**src/rtl/divider_unit.sv**
```systemverilog
// Multi-cycle radix-2 restoring divider for DIV/DIVU/REM/REMU and their W forms.
// One quotient bit per cycle; divide-by-zero and signed overflow resolve at accept.

module divider_step #(
  parameter int XLEN = 64
) (
  input  logic [XLEN-1:0] rem,
  input  logic [XLEN-1:0] quo,
  input  logic [XLEN-1:0] dvs,
  output logic [XLEN-1:0] rem_nx,
  output logic [XLEN-1:0] quo_nx
);
  logic [XLEN:0] sh;
  logic [XLEN:0] diff;
  logic          ge;

  // rem < dvs on entry, so the XLEN+1-bit difference's top bit is a clean borrow
  always_comb begin
    sh     = {rem, quo[XLEN-1]};
    diff   = sh - {1'b0, dvs};
    ge     = ~diff[XLEN];
    rem_nx = ge ? diff[XLEN-1:0] : sh[XLEN-1:0];
    quo_nx = {quo[XLEN-2:0], ge};
  end
endmodule

module divider_unit #(
  parameter int XLEN = 64
) (
  input  logic            clk,
  input  logic            resetn,
  input  logic            flush,
  input  logic            in_valid,
  output logic            in_ready,
  input  logic            in_op,
  input  logic            in_signed,
  input  logic            in_word,
  input  logic [XLEN-1:0] in_a,
  input  logic [XLEN-1:0] in_b,
  output logic            out_valid,
  input  logic            out_ready,
  output logic [XLEN-1:0] out_result
);
  localparam int HW = XLEN / 2;
  localparam int CW = $clog2(XLEN) + 1;

  typedef enum logic [1:0] {IDLE, CALC, DONE} state_t;
  typedef enum logic {DIVOP = 1'b0, MODOP = 1'b1} divider_op_t;

  typedef struct packed {
    logic op;
    logic word;
    logic neg_q;
    logic neg_r;
  } div_ctl_t;

  state_t          state;
  div_ctl_t        ctl;
  logic [CW-1:0]   cnt;
  logic [XLEN-1:0] rem_q, quo_q, dvs_q;
  logic [XLEN-1:0] rem_nx, quo_nx;

  logic [XLEN-1:0] ea, eb, mag_a, mag_b, min_val, quo_init;
  logic [XLEN-1:0] spec_res, q_fix, r_fix, calc_res;
  logic            sa, sb, b_zero, ovf;

  function automatic logic [XLEN-1:0] wfix(input logic [XLEN-1:0] v, input logic w);
    return w ? {{HW{v[HW-1]}}, v[HW-1:0]} : v;
  endfunction

  // Operand prep and special-case detection on the incoming request
  always_comb begin
    if (in_word) begin
      ea = {{HW{in_signed & in_a[HW-1]}}, in_a[HW-1:0]};
      eb = {{HW{in_signed & in_b[HW-1]}}, in_b[HW-1:0]};
    end else begin
      ea = in_a;
      eb = in_b;
    end
    sa      = in_signed & ea[XLEN-1];
    sb      = in_signed & eb[XLEN-1];
    mag_a   = sa ? -ea : ea;
    mag_b   = sb ? -eb : eb;
    min_val = in_word ? {{HW{1'b1}}, 1'b1, {(HW-1){1'b0}}} : {1'b1, {(XLEN-1){1'b0}}};
    b_zero  = (eb == '0);
    ovf     = in_signed & (ea == min_val) & (eb == '1);
    // Word dividends sit in the upper half so the step always shifts from bit XLEN-1
    quo_init = in_word ? {mag_a[HW-1:0], {HW{1'b0}}} : mag_a;
    if (in_op == MODOP)
      spec_res = b_zero ? ea : '0;
    else
      spec_res = b_zero ? '1 : ea;
  end

  divider_step #(.XLEN(XLEN)) u_step (
    .rem    (rem_q),
    .quo    (quo_q),
    .dvs    (dvs_q),
    .rem_nx (rem_nx),
    .quo_nx (quo_nx)
  );

  always_comb begin
    q_fix    = ctl.neg_q ? -quo_nx : quo_nx;
    r_fix    = ctl.neg_r ? -rem_nx : rem_nx;
    calc_res = wfix((ctl.op == MODOP) ? r_fix : q_fix, ctl.word);
  end

  always_ff @(posedge clk or negedge resetn) begin
    if (!resetn) begin
      state      <= IDLE;
      in_ready   <= 1'b1;
      out_valid  <= 1'b0;
      out_result <= '0;
      cnt        <= '0;
      ctl        <= '0;
      rem_q      <= '0;
      quo_q      <= '0;
      dvs_q      <= '0;
    end else if (flush) begin
      state      <= IDLE;
      in_ready   <= 1'b1;
      out_valid  <= 1'b0;
      out_result <= '0;
      cnt        <= '0;
    end else begin
      case (state)
        IDLE: begin
          if (in_valid) begin
            in_ready  <= 1'b0;
            ctl.op    <= in_op;
            ctl.word  <= in_word;
            ctl.neg_q <= sa ^ sb;
            ctl.neg_r <= sa;
            if (b_zero || ovf) begin
              state      <= DONE;
              out_valid  <= 1'b1;
              out_result <= wfix(spec_res, in_word);
            end else begin
              state <= CALC;
              cnt   <= in_word ? CW'(HW) : CW'(XLEN);
              rem_q <= '0;
              quo_q <= quo_init;
              dvs_q <= mag_b;
            end
          end
        end
        CALC: begin
          rem_q <= rem_nx;
          quo_q <= quo_nx;
          cnt   <= cnt - CW'(1);
          // Last step: publish the sign-fixed result in the same edge
          if (cnt == CW'(1)) begin
            state      <= DONE;
            out_valid  <= 1'b1;
            out_result <= calc_res;
          end
        end
        DONE: begin
          if (out_ready) begin
            state      <= IDLE;
            in_ready   <= 1'b1;
            out_valid  <= 1'b0;
            out_result <= '0;
          end
        end
        default: begin
          state    <= IDLE;
          in_ready <= 1'b1;
        end
      endcase
    end
  end
endmodule

```
**config.mk**
```make
export PLATFORM = sky130hd
export DESIGN_NAME = divider_unit
export DESIGN_NICKNAME = d
export VERILOG_FILES = /design/src/rtl/divider_unit.sv
export SDC_FILE = /design/constraint.sdc
export NUM_CORES = 1
export LEC_CHECK = 0
export ABC_AREA = 1
export BUFFER_PORTS_ARGS = -buffer_cell sky130_fd_sc_hd__buf_4
export CORE_MARGIN = 2
export CORE_UTILIZATION = 30
export DETAILED_ROUTE_END_ITERATION = 7
export HOLD_SLACK_MARGIN = 0.12
export PLACE_DENSITY_LB_ADDON = 0.1
export SYNTH_ARGS = -nofsm -noshare
export SYNTH_HDL_FRONTEND = slang
export SYNTH_SLANG_ARGS = --single-unit
```
**constraint.sdc**
```tcl
create_clock -name clk -period 8 [get_ports clk]
set_input_delay 0.4 -clock clk [delete_from_list [all_inputs] [get_ports clk]]
set_output_delay 0.4 -clock clk [all_outputs]
set_load 0.01 [all_outputs]
```
==> results.py <==
metrics = {
    "layout": {
        "finish.utilization_pct": 34.29,
        "layout-drive-gt1-share_pct": 7.501,
        "multi_input_area_mm2": 0.01847,
        "ff_latch_area_mm2": 0.006785,
        "num-fill-cells": 11200,
        "syn_to_final_growth_pct": 13.72,
        "final_nets": 5418,
        "diodes": 0,
        "finish.instance_area_mm2": 0.03306,
    },
    "placement": {
        "dp.final_hpwl_um": 108800,
        "dpl-instance-area_mm2": 0.03166,
        "place_congestion": 0.9788,
        "io_buffers": 201,
    },
    "critical_path": {
        "crit_cells": 33,
        "reg2reg_slack_ps": 2330,
        "critPathTopFamily": "simple AND/OR/NAND/NOR gates",
        "cp_max_fo": 65,
        "worstReg2RegEnd": "out_result[47]",
        "critPathArrivalTime_ps": 6200,
        "r2r-start": "quo_q[63]",
        "cpMostUsedCell": "nand2_1",
        "crit_type": "reg -> reg",
        "critical_path_required_ps": 8530,
        "endpoint": "out_result[47]",
        "rr_worst_depth": 33,
        "crit_buf_inv": 3,
        "crit_path_start_kind": "flip-flop",
        "startpoint": "quo_q[63]",
        "worstSetupEndpointType": "flip-flop",
        "cp_slowest_cell": "buf_4",
        "critPathMaxStageDelay_ps": 630,
    },
    "min_path": {
        "hp-start": "in_b[4]",
        "min_path_type": "in -> reg",
    },
    "timing": {
        "period_minus_slack_ps": 5669,
        "tightest_slew_ps": 1257,
        "finClkSkew_ps": 39.89,
        "tns_ps": 0,
        "setup_viol": 0,
        "rsz0062_at_grt": "false",
        "finalHoldViolCount": 0,
        "hold_ws_ps": 137.9,
        "slew_viol_final": 0,
        "slew_headroom_pct": 16.01,
        "fmax_mhz": 176.4,
        "min_period_over_period_pct": 70.86,
    },
    "synth": {
        "netlist_top_cells_count": "nand2_1, inv_1, nor2_1",
        "synthArstFlopShare_pct": 100.0,
        "synthTopCellsByArea": "dfrtp_1, nand2_1, inv_1",
        "synth_top_area_share_pct": 23.24,
        "synth_area_mm2": 0.02907,
        "synth_ff_type": "dfrtp_1",
        "synth_edf_count": 0,
        "synth_top_cell_by_area": "dfrtp_1",
        "syn_avg_cell_area_um2": 5.682,
        "yosysUniqueCellTypes": 56,
        "yosys_warnings": 0,
        "synthesis.nets": 5328,
        "yosys_register_bits": 271,
        "syn_inst": 5117,
        "ys_seq_area_share_pct": 23.33,
        "yosysMostFrequentCell": "nand2_1",
    },
    "floorplanning": {
        "dieArea_mm2": 0.09942,
        "initial_core_util_pct": 30.15,
        "core_mm2": 0.09642,
        "die_y_um": 315.3,
        "io_pins": 202,
        "chipWidth_um": 315.3,
        "num_rows": 114,
    },
    "grt": {
        "antenna_found_initial": 1,
        "grt_pass1_vias": 31910,
        "grt_max_degree": 82,
        "grt_remaining_overflow": 0,
        "grt_util_all_layers_pct": 27.01,
        "grt_first_pass_wirelength_um": 203200,
    },
    "power_and_ir_drop": {
        "pwr-share-seq_pct": 15.9,
        "p_leak_nw": 17.26,
        "p_int_w": 0.005952,
        "p_sw_w": 0.008805,
        "p_comb_share_pct": 71.1,
        "p_total_w": 0.01476,
        "max-vdd-ir-drop_uv": 184.0,
        "clkPwrFrac_pct": 13.0,
        "pwr_density_cell_mw_per_mm2": 446.3,
        "p_sw_share_pct": 59.66,
    },
    "drt": {
        "wl_per_cell_um": 20.87,
        "route.detailed.drc": 0,
        "postRouteAntennaNets": 0,
        "vias": 33180,
        "viasPerCell": 5.092,
        "routed_wl_um": 136000,
        "first_pass_iters": 8,
        "drt_iter0_drc": 3063,
    },
    "cts": {
        "clkTransAtPathRegs_ps": 60,
        "cts_sinks": 271,
        "cts_tree": "yes",
        "clk_latency_ps": 600,
        "cts_made_buffers": 40,
        "cts_buffer_depth": 3,
        "cts_max_level": 2,
        "ctsResizeCount": 0,
        "clk_root_buffer_cell": "clkbuf_16",
    },
    "run_status": {
        "status": "complete, no violations",
    },
    "run": {
        "drv_cap": 0,
    },
}
==> tightest hold or removal path, stage by stage <==
cell and delay, ps:
buf_4 100, xor2_1 60, nand2_1 60, o21ai_0 70
==> state kept, by name, summed over array words and instances (netlist names) <==
name and cells:
cnt 7, ctl 4, dvs_q 64, in_ready 1, out_result 64, out_valid 1, quo_q 64, rem_q 64
state 2
==> metrics by stage <==
stage | cells | worst slack, ps
4_1_cts | 6515 | 2471
3_5_place_dp | 6439 | 2488
5_1_grt | 6515 | 1784
6_report | 6515 | 2331
2_1_floorplan | 5117 | 3445
3_3_place_gp | 6439 | 2423
==> what timing repair did <==
item,CTS,global route
endpoints found under the setup margin,0,0
setup buffers,0,0
hold endpoints to repair,78,0
hold buffers,2,0
==> worst min path at each step <==
stage / endpoint / slack (ps) / cells after the start
after CTS: dvs_q[4] / 120 / 4
after global placement: quo_q[44] / 470 / 1
after detailed placement: quo_q[44] / 470 / 1
final: dvs_q[4] / 140 / 4
after floorplan: cnt[0] / 100 / 0
after global routing: out_result[18] / 160 / 3
==> metal layers <==
layer	global-route usage (%)	up-vias	share of wire, %
met5	0	-	0.0096
met4	10.53	2	4.3
met3	2.605	185	4.6
met2	43.33	961	45
met1	37.31	15510	46
li1	-	16520	-
==> power by group through the flow <==
stage	logic [W]	registers, W	clock network (W)
3_3_place_gp	0.0103	0.00236	0
3_5_place_dp	0.0103	0.00235	0
2_1_floorplan	0.00690	0.00222	0
4_1_cts	0.0103	0.00233	0.00195
5_1_grt	0.0116	0.00241	0.00201
6_report	0.0105	0.00235	0.00192
==> cell families (layout without fill, tap and decap cells) <==
family | Yosys count | in the layout | synth area share [%]
simple gates | 2841 | 2841 | 40.53
buf+inv | 993 | 1115 | 13.29
compound gates | 804 | 804 | 15.58
flops | 271 | 271 | 23.33
xor+xnor | 131 | 131 | 3.946
fa+ha+maj | 75 | 75 | 3.253
mux | 2 | 2 | 0.06886
==> final cells by class <==
type	instances	share of cell area, %
Multi-Input combinational cell	3853	55.86
Tap cell	1276	4.829
Timing Repair Buffer	239	5.502
Inverter	802	9.105
Sequential cell	271	20.52
Clock buffer	58	3.504
Clock inverter	16	0.6811
==> cell usage in the layout (no fill, tap or decap), types with 81 or more instances in the layout <==
| cell type | instances |
|---|---|
| xor2_1 | 81 |
| nor2_1 | 505 |
| a21oi_1 | 188 |
| o22ai_1 | 87 |
| inv_1 | 789 |
| dfrtp_1 | 268 |
| o21ai_0 | 353 |
| nand2_1 | 1737 |
| nor3_1 | 83 |
| nand3_1 | 281 |
| buf_4 | 235 |
Power figures use the tool's default switching activity.
